<file path="src/rtl/i2s_reader_frame_assembler.sv">
// Drains I2S reader ping-pong FIFO buffers and pairs left/right sample words
// into stereo frames presented on a valid/ready stream.
module i2s_reader_frame_assembler #(
   parameter int OUT_WIDTH = 24,
   parameter int DROP_W    = 16
) (
   input  logic                 clk,
   input  logic                 rst,
   input  logic                 i_enable,
   input  logic                 i_rfifo_ready,
   output logic                 o_rfifo_activate,
   input  logic [23:0]          i_rfifo_size,
   output logic                 o_rfifo_strobe,
   input  logic [31:0]          i_rfifo_data,
   output logic                 o_frame_valid,
   input  logic                 i_frame_ready,
   output logic [OUT_WIDTH-1:0] o_left,
   output logic [OUT_WIDTH-1:0] o_right,
   output logic [31:0]          o_frame_count,
   output logic [DROP_W-1:0]    o_drop_count,
   output logic [31:0]          debug
);

   typedef enum logic [1:0] {
      IDLE  = 2'd0,
      PRIME = 2'd1,
      READ  = 2'd2
   } state_t;

   state_t      state;
   state_t      state_next;
   logic        activate_next;
   logic        abandon;
   logic        consume;
   logic        word_is_left;
   logic        load_frame;
   logic        drop_word;
   logic        accept;
   logic [23:0] size_latched;
   logic [23:0] word_count;
   logic        left_pending;
   logic [23:0] left_sample;
   logic        unused_bits;

   assign word_is_left = ~i_rfifo_data[31];
   assign accept       = o_frame_valid & i_frame_ready;
   assign unused_bits  = ^{i_rfifo_data, left_sample};

   always_ff @(posedge clk) begin
      if (!rst) begin
         state <= IDLE;
      end else begin
         state <= state_next;
      end
   end

   // A right word is only popped when the output register is free or being
   // drained this cycle; left words can always be popped into left_sample.
   always_comb begin
      state_next     = state;
      activate_next  = o_rfifo_activate;
      abandon        = 1'b0;
      consume        = 1'b0;
      o_rfifo_strobe = 1'b0;
      case (state)
         IDLE: begin
            activate_next = 1'b0;
            if (i_enable && i_rfifo_ready) begin
               activate_next = 1'b1;
               state_next    = PRIME;
            end
         end
         PRIME: begin
            if (!i_enable) begin
               abandon       = 1'b1;
               activate_next = 1'b0;
               state_next    = IDLE;
            end else if (size_latched == 24'd0) begin
               activate_next = 1'b0;
               state_next    = IDLE;
            end else begin
               state_next = READ;
            end
         end
         READ: begin
            if (!i_enable) begin
               abandon       = 1'b1;
               activate_next = 1'b0;
               state_next    = IDLE;
            end else if (word_count == size_latched) begin
               activate_next = 1'b0;
               state_next    = IDLE;
            end else if (word_is_left || !o_frame_valid || i_frame_ready) begin
               consume        = 1'b1;
               o_rfifo_strobe = 1'b1;
            end
         end
         default: begin
            activate_next = 1'b0;
            state_next    = IDLE;
         end
      endcase
   end

   assign load_frame = consume & ~word_is_left & left_pending;
   assign drop_word  = consume & (word_is_left ? left_pending : ~left_pending);

   always_ff @(posedge clk) begin
      if (!rst) begin
         o_rfifo_activate <= 1'b0;
         size_latched     <= 24'd0;
         word_count       <= 24'd0;
         left_pending     <= 1'b0;
         left_sample      <= 24'd0;
         o_frame_valid    <= 1'b0;
         o_left           <= '0;
         o_right          <= '0;
         o_frame_count    <= 32'd0;
         o_drop_count     <= '0;
      end else begin
         o_rfifo_activate <= activate_next;
         if (state == IDLE && state_next == PRIME) begin
            size_latched <= i_rfifo_size;
         end
         if (state_next != READ) begin
            word_count <= 24'd0;
         end else if (consume) begin
            word_count <= word_count + 24'd1;
         end
         // Pending left survives buffer boundaries; only abandoning a buffer clears it.
         if (abandon) begin
            left_pending <= 1'b0;
         end else if (consume && word_is_left) begin
            left_pending <= 1'b1;
            left_sample  <= i_rfifo_data[23:0];
         end else if (load_frame) begin
            left_pending <= 1'b0;
         end
         if (load_frame) begin
            o_frame_valid <= 1'b1;
            o_left        <= left_sample[23 -: OUT_WIDTH];
            o_right       <= i_rfifo_data[23 -: OUT_WIDTH];
         end else if (accept) begin
            o_frame_valid <= 1'b0;
         end
         if (accept) begin
            o_frame_count <= o_frame_count + 32'd1;
         end
         if (drop_word && (o_drop_count != {DROP_W{1'b1}})) begin
            o_drop_count <= o_drop_count + DROP_W'(1);
         end
      end
   end

   assign debug = {26'd0, o_frame_valid, o_rfifo_strobe, o_rfifo_activate,
                   left_pending, state};

endmodule

</file>
<file path="config.mk">
export PLATFORM = sky130hd
export DESIGN_NAME = i2s_reader_frame_assembler
export DESIGN_NICKNAME = d
export VERILOG_FILES = /design/src/rtl/i2s_reader_frame_assembler.sv
export SDC_FILE = /design/constraint.sdc
export NUM_CORES = 1
export LEC_CHECK = 0
export CORE_MARGIN = 1.5
export CORE_UTILIZATION = 50
export DETAILED_ROUTE_END_ITERATION = 16
export PLACE_DENSITY = 0.81
export SLEW_MARGIN = 20
export SYNTH_ARGS = -nofsm -noshare
export SYNTH_HDL_FRONTEND = slang
export SYNTH_SLANG_ARGS = --single-unit
</file>
<file path="constraint.sdc">
create_clock -name clk -period 2.92 [get_ports clk]
set_input_delay 0.73 -clock clk [delete_from_list [all_inputs] [get_ports clk]]
set_output_delay 0.73 -clock clk [all_outputs]
set_load 0.02 [all_outputs]
</file>
==> impl_metrics.yaml <==
clocking:
  clk_pin_slew_worst_paths_ns: 0.06
  root_buffer: "clkbuf_16"
  h-tree-depth: 4
  clkLatencyLatePin_ns: 0.43
  clockBufferDepth: 2
  hold_buffers: 0
  cts.sinks: 173
  cts_tree: "done"
  numCtsBuffers: 17
final_layout:
  areaGrowthSynthToFinish_pct: 31.3
  finish.net_count: 1109
  multi_input_area_sq_um: 4010
  layout-drive-gt1-share_pct: 9.21
  regArea_sq_um: 3470
  diodes: 0
  fillers: 1204
timing:
  fin_crit_ns: 2.85
  clock.fmax_mhz: 350
  holdWs_ns: 0.471
  maxSlewViolCount: 0
  setup_viol: 0
  finalHoldViolations: 0
  relSlewSlack_pct: 47.6
  fin_crit_sh_pct: 97.8
  worst_pin_slew_ns: 0.786
  skew_ns: 0.00802
  finalSetupTns_ns: 0
  rsz0062_at_grt: "no"
detailed_routing:
  drc_errors: 0
  drt_iter0_drc: 446
  totalWireLength_microns: 19300
  ant_nets: 0
  wl_per_cell_microns: 15.2
  via_count: 6940
  drt_pass1_iterations: 7
  drt-vias-per-instance: 5.49
run:
  maxCapViolations: 0
floorplanning:
  dieHeight_microns: 128
  start_util_pct: 51.4
  rows: 45
  dieArea_sq_um: 16500
  dieWidth_microns: 128
  core_area_sq_um: 15300
  io_pins: 192
synthesis:
  async_flop_share_pct: 0
  seq_area_frac_synth_pct: 44.0
  synthCells: 890
  syn_avg_cell_area_sq_um: 8.85
  synth_warnings: 0
  synth_top_area_cell: "dfxtp_1"
  yosysTopAreaCellShare_pct: 44.0
  synth.top_cells.by_count: "dfxtp_1 (173), nor2_1 (81), a21oi_1 (68), nand2_1 (53)"
  synth_enable_flop_cells: 0
  ys_types: 55
  synth_area_leaders: "dfxtp_1 (44%), mux2i_1 (6.5%), xnor2_1 (5.8%)"
  dominantRegCellSynth: "dfxtp_1"
  ys_ff_latch: 173
  synth_most_common_cell: "dfxtp_1"
  synth_area_sq_um: 7870
setup_path:
  crit_required_ns: 2.19
  start_kind: "input port"
  cp-end-kind: "primary output"
  crit_type: "in -> out"
  worst_ep_arrival_time_ns: 2.12
  crit_path_max_fanout: 4
placement:
  portBuffers: 158
  gp_congestion: 0.886
  dpl.hpwl_microns: 13200
pwr:
  leakagePower_nw: 3.37
  p_per_area_nw_per_um2: 522
  peakVddDrop_mv: 0.488
global_route:
  grt_use_total_pct: 23.5
  grt_pass1_vias: 6394
  grt_pass1_wl_microns: 31200
  antenna_found_initial: 0
  gr-total-overflow: 0
  grt_start_max_net_pins: 142
run_status:
  status: "completed"
hold_path:
  hp-class: "reg -> reg"
power breakdown:
part / leakage [nW] / internal [W] / total, W / switching [W]
registers: 1.40 / 0.00240 / 0.00243 / 0.0000373
logic: 1.68 / 0.000224 / 0.000561 / 0.000337
clock network: 0.299 / 0.00146 / 0.00240 / 0.000947
per-stage QoR:
| stage | instances | setup slack, ns | instance area (sq um) | utilization (%) | total power [W] |
|---|---|---|---|---|---|
| CTS | 1264 | 0.0155 | 10300 | 67.4 | 0.00542 |
| floorplan | 915 | 0.240 | 7970 | - | 0.00284 |
| finish | 1264 | 0.0654 | 10300 | 67.5 | 0.00540 |
| detailed placement | 1232 | -0.206 | 9690 | 63.3 | 0.00303 |
| global route | 1264 | 0.00367 | 10300 | 67.5 | 0.00559 |
| global placement | 1232 | -0.195 | 9690 | 63.3 | 0.00303 |
per-layer routing:
metal / track usage [%] / vias up / routed length [microns]
met5: 0 / - / 0
met4: 8.46 / 0 / 426
met3: 4.28 / 31 / 1060
met2: 40.2 / 211 / 9620
met1: 29.9 / 3290 / 8150
li1: - / 3408 / -
layout by cell type (no fill, tap or decap), types with 3 or more instances in the layout:
master | netlist | final
and4_1 | 6 | 6
nand2_1 | 53 | 53
xor2_1 | 15 | 15
nor2_1 | 81 | 81
inv_1 | 18 | 18
buf_12 | 0 | 4
and2_1 | 9 | 9
clkbuf_16 | 0 | 17
or3_1 | 8 | 8
buf_4 | 31 | 32
inv_6 | 0 | 3
a211oi_2 | 4 | 4
nand4_1 | 28 | 28
dfxtp_1 | 173 | 167
a21oi_1 | 68 | 67
nor4_1 | 8 | 8
conb_1 | 1 | 26
or4_1 | 16 | 16
nand3_1 | 44 | 44
a211oi_1 | 11 | 10
and3_1 | 11 | 11
clkdlybuf4s50_1 | 0 | 156
bufinv_16 | 0 | 4
o21ai_1 | 5 | 5
a2111oi_2 | 4 | 4
clkinvlp_4 | 0 | 3
nand2b_1 | 6 | 6
mux2i_1 | 51 | 51
a2111oi_1 | 3 | 3
nor3_1 | 22 | 22
xnor2_1 | 52 | 51
o31ai_1 | 15 | 15
dfxtp_2 | 0 | 6
o21ai_0 | 52 | 52
ha_1 | 7 | 7
a21o_1 | 4 | 4
worst max-delay path, stage by stage:
cell and delay (ns):
clkdlybuf4s50_1 0.53, nand2_1 0.10, a21o_1 0.18, a21oi_1 0.13
buf_4 0.15, buf_4 0.14, buf_4 0.16
sequential cells by signal (all words and copies together) (netlist names):
register / count
left_sample: 24
o_left: 24
o_right: 24
o_frame_valid: 1
o_rfifo_activate: 1
o_drop_count: 16
word_count: 24
size_latched: 24
o_frame_count: 32
left_pending: 1
state: 2
final timing paths:
path | start | endpoint | slack [ns] | cells past startpoint
worst max-delay path | i_enable | debug[4] | 0.07 | 7
worst min-delay path | left_sample[7]$_SDFFE_PN0P_ | left_sample[7]$_SDFFE_PN0P_ | 0.47 | 2
worst max register to register | word_count[13]$_SDFFE_PP0P_ | left_pending$_SDFFE_PP0P_ | 0.22 | 8
worst min register to register | left_sample[7]$_SDFFE_PN0P_ | left_sample[7]$_SDFFE_PN0P_ | 0.47 | 2
cells by family (layout without fill, tap and decap cells):
group | after synthesis | after routing | synth area share, %
buffers and inverters | 105 | 243 | 6.67
AOI/OAI and AO/OA | 183 | 183 | 14.6
and+or+nand+nor | 303 | 303 | 19.7
DFF | 173 | 173 | 44.0
xor gates and xnor gates | 67 | 67 | 7.45
other | 1 | 26 | 0.0476
adders and majority gates | 7 | 7 | 1.11
muxes | 51 | 51 | 6.48
timing repair:
action,CTS,global route
resized for setup,1,8
endpoints found under the setup margin,2,2
endpoints found under the hold margin,0,0
buffers inserted,1,0
pin swaps,1,1
final cells by class:
class	instances	area share, %
Multi-Input combinational cell	637	38.8
Sequential cell	173	33.6
Timing Repair Buffer	193	18.3
Clock buffer	18	4.25
Tap cell	211	2.55
Clock inverter	13	1.82
Inverter	19	0.714
No activity file was read; power rests on OpenSTA's default activity.
